--- src/rtl/tanh_input_unpacker.sv ---
// Tanh input unpacker: takes packed LANES-wide words from the memory read
// stream and serializes them into one element per cycle for the Tanh stage.
// It emits exactly num_elems elements, flags the last one and pulses done
// at the end of the job.
//
//   state | meaning
//   ------+---------------------------------------------------------------
//   IDLE  | waiting for start; no words accepted, no elements presented
//   RUN   | job active; accepting words and emitting elements in order
module tanh_input_unpacker #(
  parameter int LANES  = 4,
  parameter int DATA_W = 32,
  parameter int CNT_W  = 24
) (
  input  logic                      clk,
  input  logic                      rst_n,
  input  logic                      start,
  input  logic [CNT_W-1:0]          num_elems,
  output logic                      busy,
  output logic                      done,
  input  logic                      in_valid,
  output logic                      in_ready,
  input  logic [LANES*DATA_W-1:0]   in_data,
  output logic                      out_valid,
  input  logic                      out_ready,
  output logic [DATA_W-1:0]         out_data,
  output logic                      out_last,
  output logic [CNT_W-1:0]          out_index
);

  localparam int             LG        = $clog2(LANES);
  localparam logic [LG-1:0]  LAST_LANE = LG'(LANES - 1);

  typedef enum logic {S_IDLE, S_RUN} state_t;

  state_t                        state_q;
  logic [CNT_W-1:0]              num_q;
  logic [CNT_W-1:0]              words_tot_q;
  logic [CNT_W-1:0]              words_taken_q;
  logic [CNT_W-1:0]              index_q;
  logic [LANES-1:0][DATA_W-1:0]  buf_q;
  logic                          buf_valid_q;
  logic [LG-1:0]                 lane_q;
  logic                          done_q;

  logic [CNT_W:0]                num_round;
  logic [CNT_W-1:0]              words_tot_d;
  logic                          out_fire;
  logic                          is_last_elem;
  logic                          word_release;
  logic                          in_fire;

  // Word count for the job, ceil(num_elems / LANES); one extra bit so the
  // rounding add cannot overflow at the maximum element count.
  assign num_round   = {1'b0, num_elems} + (CNT_W + 1)'(LANES - 1);
  assign words_tot_d = CNT_W'(num_round >> LG);

  // The buffered word is released after its last used lane: lane LANES-1 of
  // a full word, or the final element of the job inside a partial word.
  assign out_fire     = buf_valid_q && out_ready;
  assign is_last_elem = (index_q == num_q - 1'b1);
  assign word_release = out_fire && ((lane_q == LAST_LANE) || is_last_elem);

  // Refill in the same cycle the buffer drains so a full-rate stream never
  // bubbles; this is why in_ready depends combinationally on out_ready.
  assign in_ready = (state_q == S_RUN) && (words_taken_q < words_tot_q) &&
                    (!buf_valid_q || word_release);
  assign in_fire  = in_valid && in_ready;

  assign busy      = (state_q == S_RUN);
  assign done      = done_q;
  assign out_valid = buf_valid_q;
  assign out_data  = buf_q[lane_q];
  assign out_index = index_q;
  assign out_last  = buf_valid_q && is_last_elem;

  // Job sequencing, word buffering and element index tracking.
  always_ff @(posedge clk) begin
    if (!rst_n) begin
      state_q       <= S_IDLE;
      num_q         <= '0;
      words_tot_q   <= '0;
      words_taken_q <= '0;
      index_q       <= '0;
      buf_q         <= '0;
      buf_valid_q   <= 1'b0;
      lane_q        <= '0;
      done_q        <= 1'b0;
    end else begin
      done_q <= 1'b0;
      case (state_q)
        S_IDLE: begin
          if (start) begin
            if (num_elems == '0) begin
              done_q <= 1'b1;
            end else begin
              state_q       <= S_RUN;
              num_q         <= num_elems;
              words_tot_q   <= words_tot_d;
              words_taken_q <= '0;
              index_q       <= '0;
              lane_q        <= '0;
              buf_valid_q   <= 1'b0;
            end
          end
        end
        S_RUN: begin
          if (out_fire) begin
            index_q <= index_q + 1'b1;
            if (is_last_elem) begin
              state_q <= S_IDLE;
              done_q  <= 1'b1;
            end
          end
          if (in_fire) begin
            buf_q         <= in_data;
            buf_valid_q   <= 1'b1;
            lane_q        <= '0;
            words_taken_q <= words_taken_q + 1'b1;
          end else if (word_release) begin
            buf_valid_q <= 1'b0;
          end else if (out_fire) begin
            lane_q <= lane_q + 1'b1;
          end
        end
        default: state_q <= S_IDLE;
      endcase
    end
  end

endmodule
--- config.mk ---
export PLATFORM = sky130hd
export DESIGN_NAME = tanh_input_unpacker
export DESIGN_NICKNAME = d
export VERILOG_FILES = /design/src/rtl/tanh_input_unpacker.sv
export SDC_FILE = /design/constraint.sdc
export NUM_CORES = 1
export LEC_CHECK = 0
export BUFFER_PORTS_ARGS = -buffer_cell sky130_fd_sc_hd__buf_2
export CORE_ASPECT_RATIO = 0.9
export CORE_MARGIN = 5
export CORE_UTILIZATION = 35
export CTS_CLUSTER_SIZE = 10
export DETAILED_ROUTE_END_ITERATION = 8
export GPL_ROUTABILITY_DRIVEN = 0
export PLACE_DENSITY = 0.66
export SLEW_MARGIN = 20
export SYNTH_ARGS = -nofsm -noshare
export SYNTH_HDL_FRONTEND = slang
export SYNTH_SLANG_ARGS = --single-unit
--- constraint.sdc ---
create_clock -name clk -period 10.17 [get_ports clk]
set_clock_uncertainty 0.05 [all_clocks]
set_input_delay 0 -clock clk [delete_from_list [all_inputs] [get_ports clk]]
set_output_delay 0 -clock clk [all_outputs]
set_load 0.01 [all_outputs]
==> impl_metrics.env, run 1 <==
export IMPL_status="completed"
export IMPL_layout_commonest_cell="nand2_1"
export IMPL_cts_tree="done"
export IMPL_numCtsBuffers=28
export IMPL_synthFlopType="dfxtp_1"
export IMPL_portBuffers=217
export IMPL_fill_cells=2914
export IMPL_slowest_delay_ps=770
export IMPL_cts_setup_buffers=0
export IMPL_p_total_mw=2.15
export IMPL_ir_drop_mv=0.163
export IMPL_fin_cells=2121
export IMPL_grt_overflow_total=0
export IMPL_layout_common_cells="nand2_1 (343), dfxtp_1 (226), buf_2 (217)"
export IMPL_worst_slew_pin_slew_ps=967
export IMPL_syn_nets=1547
export IMPL_die_area_mm2=0.0356
export IMPL_max_freq_mhz=201
export IMPL_synth_edff_count=0
export IMPL_crit_path_frequent_cell="nand4_1"
export IMPL_crit_chain="nor4_4 -> nand4_1 -> o31a_1 -> nor4_2 -> nand4_1 -> nor4_1 -> nand4_1 -> nand2_4 -> buf_4 -> nand2_1 -> a21oi_1"
export IMPL_num_vias=11100
export IMPL_antenna_cells=0
export IMPL_mappedNetlistArea_mm2=0.0112
export IMPL_synthTopCellsByArea="dfxtp_1 (41%), nand2_1 (12%), a21oi_1 (8.4%)"
export IMPL_cap_viol_max_count=0
export IMPL_num_io_pins=218
export IMPL_core_rowCount=62
export IMPL_rsz0062_at_grt="false"
export IMPL_required_ps=10590
export IMPL_register_area_mm2=0.00457
export IMPL_drive_gt1_share_pct=18.8
export IMPL_dp_hpwl_um=22800
export IMPL_relSlewSlack_pct=35.5
export IMPL_avgSynthCellArea_um2=8.18
export IMPL_worstPathMaxFanout=93
export IMPL_die_x_um=198
export IMPL_synth_seq_cells=228
export IMPL_start_util_pct=35.2
export IMPL_antenna_found_initial=0
export IMPL_multi_input_area_mm2=0.00610
export IMPL_worstReg2RegEnd="buf_q[5]"
export IMPL_cts_sinks=228
export IMPL_synthCells=1364
export IMPL_fin_crit_ps=4970
export IMPL_die_h_um=179
export IMPL_grt_max_degree=99
export IMPL_first_global_vias=10600
export IMPL_min_period_over_period_pct=48.9
export IMPL_cp_num_buf_inv=1
export IMPL_area_growth_pct=33.8
export IMPL_clk_latency_ps=560
export IMPL_cts_resized=0
export IMPL_postCtsHoldBufs=159
export IMPL_nNetsFinal=1879
export IMPL_clk_pin_slew_worst_paths_ps=60
export IMPL_cp_start_kind="flop"
export IMPL_ys_types=65
export IMPL_hold_start="in_data[41]"
export IMPL_critical_path_class="flop to flop"
export IMPL_cp_end_kind="flop"
export IMPL_fin_tns_setup_ps=0
export IMPL_hold_end="buf_q[41]"
export IMPL_dp_cells=1923
export IMPL_crit_start="num_q[7]"
export IMPL_hold_depth=4
export IMPL_htreeDepth=1
export IMPL_yosysSeqAreaShare_pct=40.9
export IMPL_hold_path_class="input port to flop"
export IMPL_clock_path_buffers=3
export IMPL_finalHoldViolCount=0
export IMPL_rrSetupSlack_ps=5200
export IMPL_yosysTopAreaCell="dfxtp_1"
export IMPL_ys_async_sr_fraction_pct=0
export IMPL_leakage_nw=5.82
export IMPL_yosys_warnings=0
export IMPL_first_iter_violations=755
export IMPL_root_buffer="clkbuf_16"
export IMPL_core_mm2=0.0317
export IMPL_via_per_inst=5.22
export IMPL_r2r_start="num_q[7]"
export IMPL_critical_path_slowest_cell="buf_4"
export IMPL_r2r_cells=11
export IMPL_track_usage_pct=19.1
export IMPL_setup_viol=0
export IMPL_finalMaxSlewViolations=0
export IMPL_post_drt_wl_per_cell_um=16.7
export IMPL_first_pass_iters=5
export IMPL_routed_wl_um=35400
export IMPL_drc=0
export IMPL_final_antenna_net_count=0
export IMPL_crit_family="simple AND/OR/NAND/NOR gates"
export IMPL_power_density_mw_per_mm2=144
export IMPL_worst_ep_arrival_time_ps=5390
export IMPL_grt_pass1_wl_um=55500
export IMPL_synth_top_area_share_pct=40.9
-- per-layer routing --
| layer | track usage (%) | routed length [um] |
|---|---|---|
| met2 | 30.9 | 16200 |
| met1 | 25.1 | 15100 |
| met5 | 0 | 0 |
| met4 | 6.28 | 1110 |
| met3 | 4.92 | 2930 |
-- synth_stat cells (all sizes together), types with 7 or more instances --
master,instances
xor2,37
xnor2,37
a211oi,19
nor3,10
inv,50
a21oi,187
nand3,34
o21ai,22
and4,8
nand2b,7
nand2,344
nor4,20
and2,13
clkbuf,63
or3,7
and3,16
buf,20
a31oi,8
ha,26
dfxtp,228
a311oi,9
nor2,70
nand4,20
mux4,32
nor2b,8
o21a,7
-- registers in the layout (all words and copies together), names as in the netlist --
signal / cells
words_taken_q: 24
words_tot_q: 23
num_q: 24
out_index: 24
lane_q: 2
done: 1
out_valid: 1
busy: 1
buf_q: 128
-- worst max path at each step --
stage,endpoint,depth (start not counted),slack (ps)
global route,buf_q[5],11,4870
CTS,buf_q[50],11,5320
floorplan,words_taken_q[20],11,6810
detailed placement,buf_q[50],11,5350
finish,buf_q[5],11,5200
global placement,buf_q[7],11,5420
-- per-stage QoR --
stage / worst slack, ps / hold WS (ps) / instance area (um2) / utilization, %
after floorplan: 6810 / 86.0 / 11200 / -
after global placement: 5420 / 190 / 12500 / 39.5
after detailed placement: 5350 / 196 / 12500 / 39.5
after CTS: 5320 / 148 / 14900 / 47.1
after global routing: 4870 / 151 / 14900 / 47.1
final: 5200 / 180 / 14900 / 47.1
-- cell type report --
class / instances / share of cell area, %
timing repair buffer: 385 / 18.4
tap: 416 / 3.49
clock buffer: 34 / 5.11
sequential: 228 / 30.6
multi-input combinational: 1003 / 40.9
inverter: 50 / 1.29
clock inverter: 5 / 0.243
-- power by group --
part           internal [mW]  total [mW]  leakage [nW]  switching (mW)
logic                  0.137       0.296          3.56           0.159
registers              0.930       0.955          1.86          0.0250
clock network          0.520       0.901         0.399           0.381
total                   1.59        2.15          5.82           0.565
-- worst min-delay path: stages --
cell           delay, ps
dlygate4sd3_1        520
buf_2                120
nand2_1               50
a21oi_1               50
-- cell families after synthesis --
family / synth area share [%]
buf+inv: 4.64
flops: 40.9
mux: 6.82
compound gates: 15.2
xor+xnor: 5.81
simple gates: 23.7
fa+ha+maj: 2.92
(Power assumes the default switching activity.)
==> run 2, diff against run 1 <==
--- a/config.mk
+++ b/config.mk
@@ -12,7 +12,7 @@
 export CTS_CLUSTER_SIZE = 10
 export DETAILED_ROUTE_END_ITERATION = 8
 export GPL_ROUTABILITY_DRIVEN = 0
-export PLACE_DENSITY = 0.66
+export PLACE_DENSITY = 0.68
 export SLEW_MARGIN = 20
 export SYNTH_ARGS = -nofsm -noshare
 export SYNTH_HDL_FRONTEND = slang
==> constraint.sdc (replaced) <==
create_clock -name clk -period 4.2 [get_ports clk]
set_clock_uncertainty 0.05 [all_clocks]
set_input_delay 0 -clock clk [delete_from_list [all_inputs] [get_ports clk]]
set_output_delay 0 -clock clk [all_outputs]
set_load 0.01 [all_outputs]
==> impl_metrics.env, run 2 (same netlist as run 1, synthesis figures left out) <==
export IMPL_numCtsBuffers=27
export IMPL_core_mm2=0.0317
export IMPL_clk_pin_slew_worst_paths_ps=60
export IMPL_layout_commonest_cell="nand2_1"
export IMPL_fin_area_mm2=0.0150
export IMPL_worstReg2RegEnd="lane_q[0]"
export IMPL_required_ps=4570
export IMPL_worstSetupEndpoint="lane_q[0]"
export IMPL_cap_viol_max_count=0
export IMPL_start_util_pct=35.2
export IMPL_crit_start="num_q[14]"
export IMPL_r2r_cells=11
export IMPL_first_iter_violations=649
export IMPL_worstPathMaxFanout=6
export IMPL_cp_end_kind="flop"
export IMPL_via_per_inst=5.29
export IMPL_layout_common_cells="nand2_1 (343), dfxtp_1 (226), buf_2 (217)"
export IMPL_regMostFlops="buf_q"
export IMPL_ir_drop_mv=0.281
export IMPL_p_total_mw=5.12
export IMPL_setup_viol=0
export IMPL_rrSetupSlack_ps=160
export IMPL_cts_sinks=228
export IMPL_track_usage_pct=19.6
export IMPL_area_growth_pct=34.0
export IMPL_drive_gt1_share_pct=19.0
export IMPL_htreeDepth=1
export IMPL_relSlewSlack_pct=43.7
export IMPL_die_x_um=198
export IMPL_num_vias=11200
export IMPL_largest_register_ffs=128
export IMPL_post_drt_wl_per_cell_um=17.1
export IMPL_min_period_over_period_pct=96.2
export IMPL_root_buffer="clkbuf_16"
export IMPL_final_antenna_net_count=0
export IMPL_grt_max_degree=107
export IMPL_status="completed"
export IMPL_grt_pass1_wl_um=57100
export IMPL_power_density_mw_per_mm2=342
export IMPL_fin_cells=2125
export IMPL_max_freq_mhz=247
export IMPL_dp_hpwl_um=23200
export IMPL_cp_start_kind="flop"
export IMPL_hold_path_class="input port to flop"
export IMPL_leakage_nw=5.82
export IMPL_critical_path_class="flop to flop"
export IMPL_clock_path_buffers=3
export IMPL_fin_crit_ps=4040
export IMPL_clk_latency_ps=530
export IMPL_die_area_mm2=0.0356
export IMPL_worst_slew_pin_slew_ps=844
export IMPL_hold_ws_ps=207
export IMPL_first_pass_iters=6
export IMPL_nNetsFinal=1886
export IMPL_finalMaxSlewViolations=0
export IMPL_dp_cells=1927
export IMPL_first_global_vias=11100
export IMPL_core_rowCount=62
export IMPL_antenna_found_initial=1
export IMPL_worst_ep_arrival_time_ps=4410
export IMPL_portBuffers=217
export IMPL_drc=0
export IMPL_num_io_pins=218
export IMPL_finalHoldViolCount=0
export IMPL_r2r_start="num_q[14]"
export IMPL_die_h_um=179
export IMPL_fin_tns_setup_ps=0
export IMPL_grt_overflow_total=0
export IMPL_cts_tree="done"
export IMPL_postPlaceCellArea_mm2=0.0126
export IMPL_routed_wl_um=36300
-- run 2: cell types whose count changed in the layout (fill, tap and decap cells not counted), sizes merged --
cell	delta
buf	+8
clkbuf	-2
clkinv	-5
clkinvlp	+1
diode	+1
inv	+1
-- run 2: what timing repair did --
action / 4_1_cts / 5_1_grt
hold buffers: 159 / 0
hold endpoints to repair: 183 / 0
setup buffers: 0 / 4
resized for setup: 0 / 1
setup endpoints to repair: 0 / 1
-- run 2: area by class of cell --
cell class | count | area (um2)
clock buffers | 32 | 714
repair buffers | 393 | 2830
diodes | 1 | 2.50
well taps | 416 | 520
flip-flops and latches | 228 | 4570
inverters | 50 | 193
multi-input cells | 1003 | 6110
clock inverters | 2 | 16.3
fillers | 2890 | 16800
-- run 2: per-layer routing --
layer  global-route usage (%)  share of wire (%)
met2                     32.3                 46
met5                        0                  0
met3                     5.20                9.0
met4                     6.48                3.5
met1                     25.1                 42
-- run 2: critical path, stage by stage (launching register included) --
cell and delay, ps:
dfxtp_1 390, or3_1 460, or3_1 380, nor4_1 400
nand3_1 160, and3b_1 250, o41a_1 510, a31o_2 280
a31oi_1 180, dlygate4sd3_1 580, nor2_1 40, a211oi_1 260
-- run 2: worst min-delay path by stage --
| stage | startpoint | endpoint | slack [ps] | depth (start not counted) |
|---|---|---|---|---|
| floorplan | in_data[0] | buf_q[0] | 90 | 2 |
| global placement | in_data[65] | buf_q[65] | 190 | 3 |
| detailed placement | in_data[65] | buf_q[65] | 200 | 3 |
| CTS | in_data[65] | buf_q[65] | 180 | 4 |
| global route | in_data[96] | buf_q[96] | 200 | 4 |
| finish | in_data[7] | buf_q[7] | 210 | 4 |
-- run 2: report_power, final --
part	total, mW	switching, mW	leakage (nW)	internal [mW]
clock network	2.06	0.884	0.355	1.18
registers	2.31	0.0616	1.86	2.25
logic	0.741	0.398	3.61	0.343
total	5.12	1.34	5.82	3.77
-- run 2: metrics by stage --
stage               utilization, %  worst slack (ps)
finish                        47.1               158
global route                  47.1             -3.13
CTS                           47.0               135
detailed placement            39.7               378
global placement              39.7               498
floorplan                        -               838
==> run 3, diff against run 2 <==
--- a/config.mk
+++ b/config.mk
@@ -8,11 +8,11 @@
 export BUFFER_PORTS_ARGS = -buffer_cell sky130_fd_sc_hd__buf_2
 export CORE_ASPECT_RATIO = 0.9
 export CORE_MARGIN = 5
-export CORE_UTILIZATION = 35
+export CORE_UTILIZATION = 47
 export CTS_CLUSTER_SIZE = 10
 export DETAILED_ROUTE_END_ITERATION = 8
 export GPL_ROUTABILITY_DRIVEN = 0
-export PLACE_DENSITY = 0.68
+export PLACE_DENSITY = 0.83
 export SLEW_MARGIN = 20
 export SYNTH_ARGS = -nofsm -noshare
 export SYNTH_HDL_FRONTEND = slang
==> impl_metrics.env, run 3 (same netlist as run 1, synthesis figures left out) <==
export IMPL_status="completed"
export IMPL_post_drt_wl_per_cell_um=19.3
export IMPL_track_usage_pct=27.9
export IMPL_cts_sinks=228
export IMPL_largest_register_ffs=128
export IMPL_num_io_pins=218
export IMPL_area_growth_pct=32.8
export IMPL_min_period_over_period_pct=93.4
export IMPL_die_h_um=156
export IMPL_critical_path_class="flop to flop"
export IMPL_layout_commonest_cell="nand2_1"
export IMPL_setup_viol=0
export IMPL_power_density_mw_per_mm2=346
export IMPL_grt_max_degree=131
export IMPL_num_vias=11900
export IMPL_required_ps=4540
export IMPL_drive_gt1_share_pct=19.0
export IMPL_portBuffers=217
export IMPL_htreeDepth=1
export IMPL_regMostFlops="buf_q"
export IMPL_first_iter_violations=1134
export IMPL_core_rowCount=53
export IMPL_fin_crit_ps=3920
export IMPL_nNetsFinal=1885
export IMPL_clock_path_buffers=3
export IMPL_max_freq_mhz=255
export IMPL_grt_pass1_wl_um=61100
export IMPL_die_x_um=172
export IMPL_clk_latency_ps=540
export IMPL_core_mm2=0.0233
export IMPL_first_pass_iters=5
export IMPL_relSlewSlack_pct=28.0
export IMPL_finalHoldViolCount=0
export IMPL_ir_drop_mv=0.329
export IMPL_final_antenna_net_count=0
export IMPL_worstPathMaxFanout=130
export IMPL_cap_viol_max_count=0
export IMPL_fill_cells=1778
export IMPL_start_util_pct=47.8
export IMPL_cts_tree="done"
export IMPL_worst_slew_pin_slew_ps=1080
export IMPL_routed_wl_um=38900
export IMPL_grt_overflow_total=0
export IMPL_postPlaceCellArea_mm2=0.0125
export IMPL_cp_end_kind="flop"
export IMPL_via_per_inst=5.89
export IMPL_cp_start_kind="flop"
export IMPL_finalMaxSlewViolations=0
export IMPL_p_total_mw=5.13
export IMPL_drc=0
export IMPL_antenna_found_initial=4
export IMPL_layout_common_cells="nand2_1 (343), dfxtp_1 (226), buf_2 (217)"
export IMPL_fin_area_mm2=0.0148
export IMPL_first_global_vias=11900
export IMPL_dp_hpwl_um=21800
export IMPL_worst_ep_arrival_time_ps=4260
export IMPL_die_area_mm2=0.0269
export IMPL_numCtsBuffers=27
export IMPL_root_buffer="clkbuf_16"
export IMPL_clk_pin_slew_worst_paths_ps=60
export IMPL_hold_path_class="input port to flop"
export IMPL_fin_util_pct=63.5
export IMPL_leakage_nw=5.82
==> run 3: changes by cell type in the layout (fill, tap and decap cells not counted), sizes merged <==
cell      delta
buf          -1
clkinv       +2
clkinvlp     -1
diode        +4
==> run 3: worst paths after layout <==
path / cells after the start / startpoint / endpoint / slack [ps]
hold reg to reg: 2 / buf_q[48] / buf_q[48] / 400
setup reg to reg: 11 / num_q[3] / buf_q[117] / 280
hold / removal: 4 / in_data[16] / buf_q[16] / 210
setup / recovery: 11 / num_q[3] / buf_q[117] / 280
==> run 3: worst max-delay path: stages (launching register included) <==
cell	delay, ps
dfxtp_1	400
nor4_4	530
nand4_1	270
o31a_1	350
nor4_2	330
nand4_1	220
o41a_1	520
o21ai_2	250
nand3_4	150
buf_12	230
nand2_1	220
a21oi_1	100
==> run 3: per-layer routing <==
metal | up-vias | track usage, % | part of all wire, %
met3 | 246 | 6.16 | 8.6
met4 | 2 | 16.0 | 7.1
li1 | 5383 | - | -
met5 | - | 0 | 0.033
met1 | 5451 | 33.2 | 36
met2 | 796 | 46.5 | 48
==> run 3: layout make-up <==
| class | count | area (um2) | share of cell area, % |
|---|---|---|---|
| Timing Repair Buffer | 392 | 2820 | 19.0 |
| Sequential cell | 228 | 4570 | 30.8 |
| Tap cell | 302 | 378 | 2.55 |
| Inverter | 50 | 190 | 1.28 |
| Antenna cell | 5 | 12.5 | 0.0844 |
| Clock buffer | 32 | 704 | 4.75 |
| Clock inverter | 3 | 30.0 | 0.203 |
| Multi-Input combinational cell | 1003 | 6110 | 41.3 |
==> run 3: power by group <==
part | total [mW] | internal (mW) | leakage, nW | switching, mW
Sequential | 2.32 | 2.25 | 1.86 | 0.0678
Combinational | 0.755 | 0.338 | 3.60 | 0.416
Clock | 2.05 | 1.17 | 0.362 | 0.885
Total | 5.13 | 3.76 | 5.82 | 1.37
==> run 3: timing repair <==
item | CTS | global route
setup endpoints to repair | 0 | 30
endpoints found under the hold margin | 183 | 0
hold buffers | 159 | 0
gates resized for setup | 0 | 2
setup buffers | 0 | 1
==> run 3: metrics by stage <==
stage | setup TNS (ps) | setup slack [ps] | hold WS [ps] | cells
5_1_grt | -3.45 | -3.45 | 218 | 2013
2_1_floorplan | 0 | 838 | 86.0 | 1364
6_report | 0 | 276 | 214 | 2015
3_3_place_gp | 0 | 469 | 191 | 1815
4_1_cts | 0 | 283 | 180 | 2009
3_5_place_dp | 0 | 383 | 198 | 1815
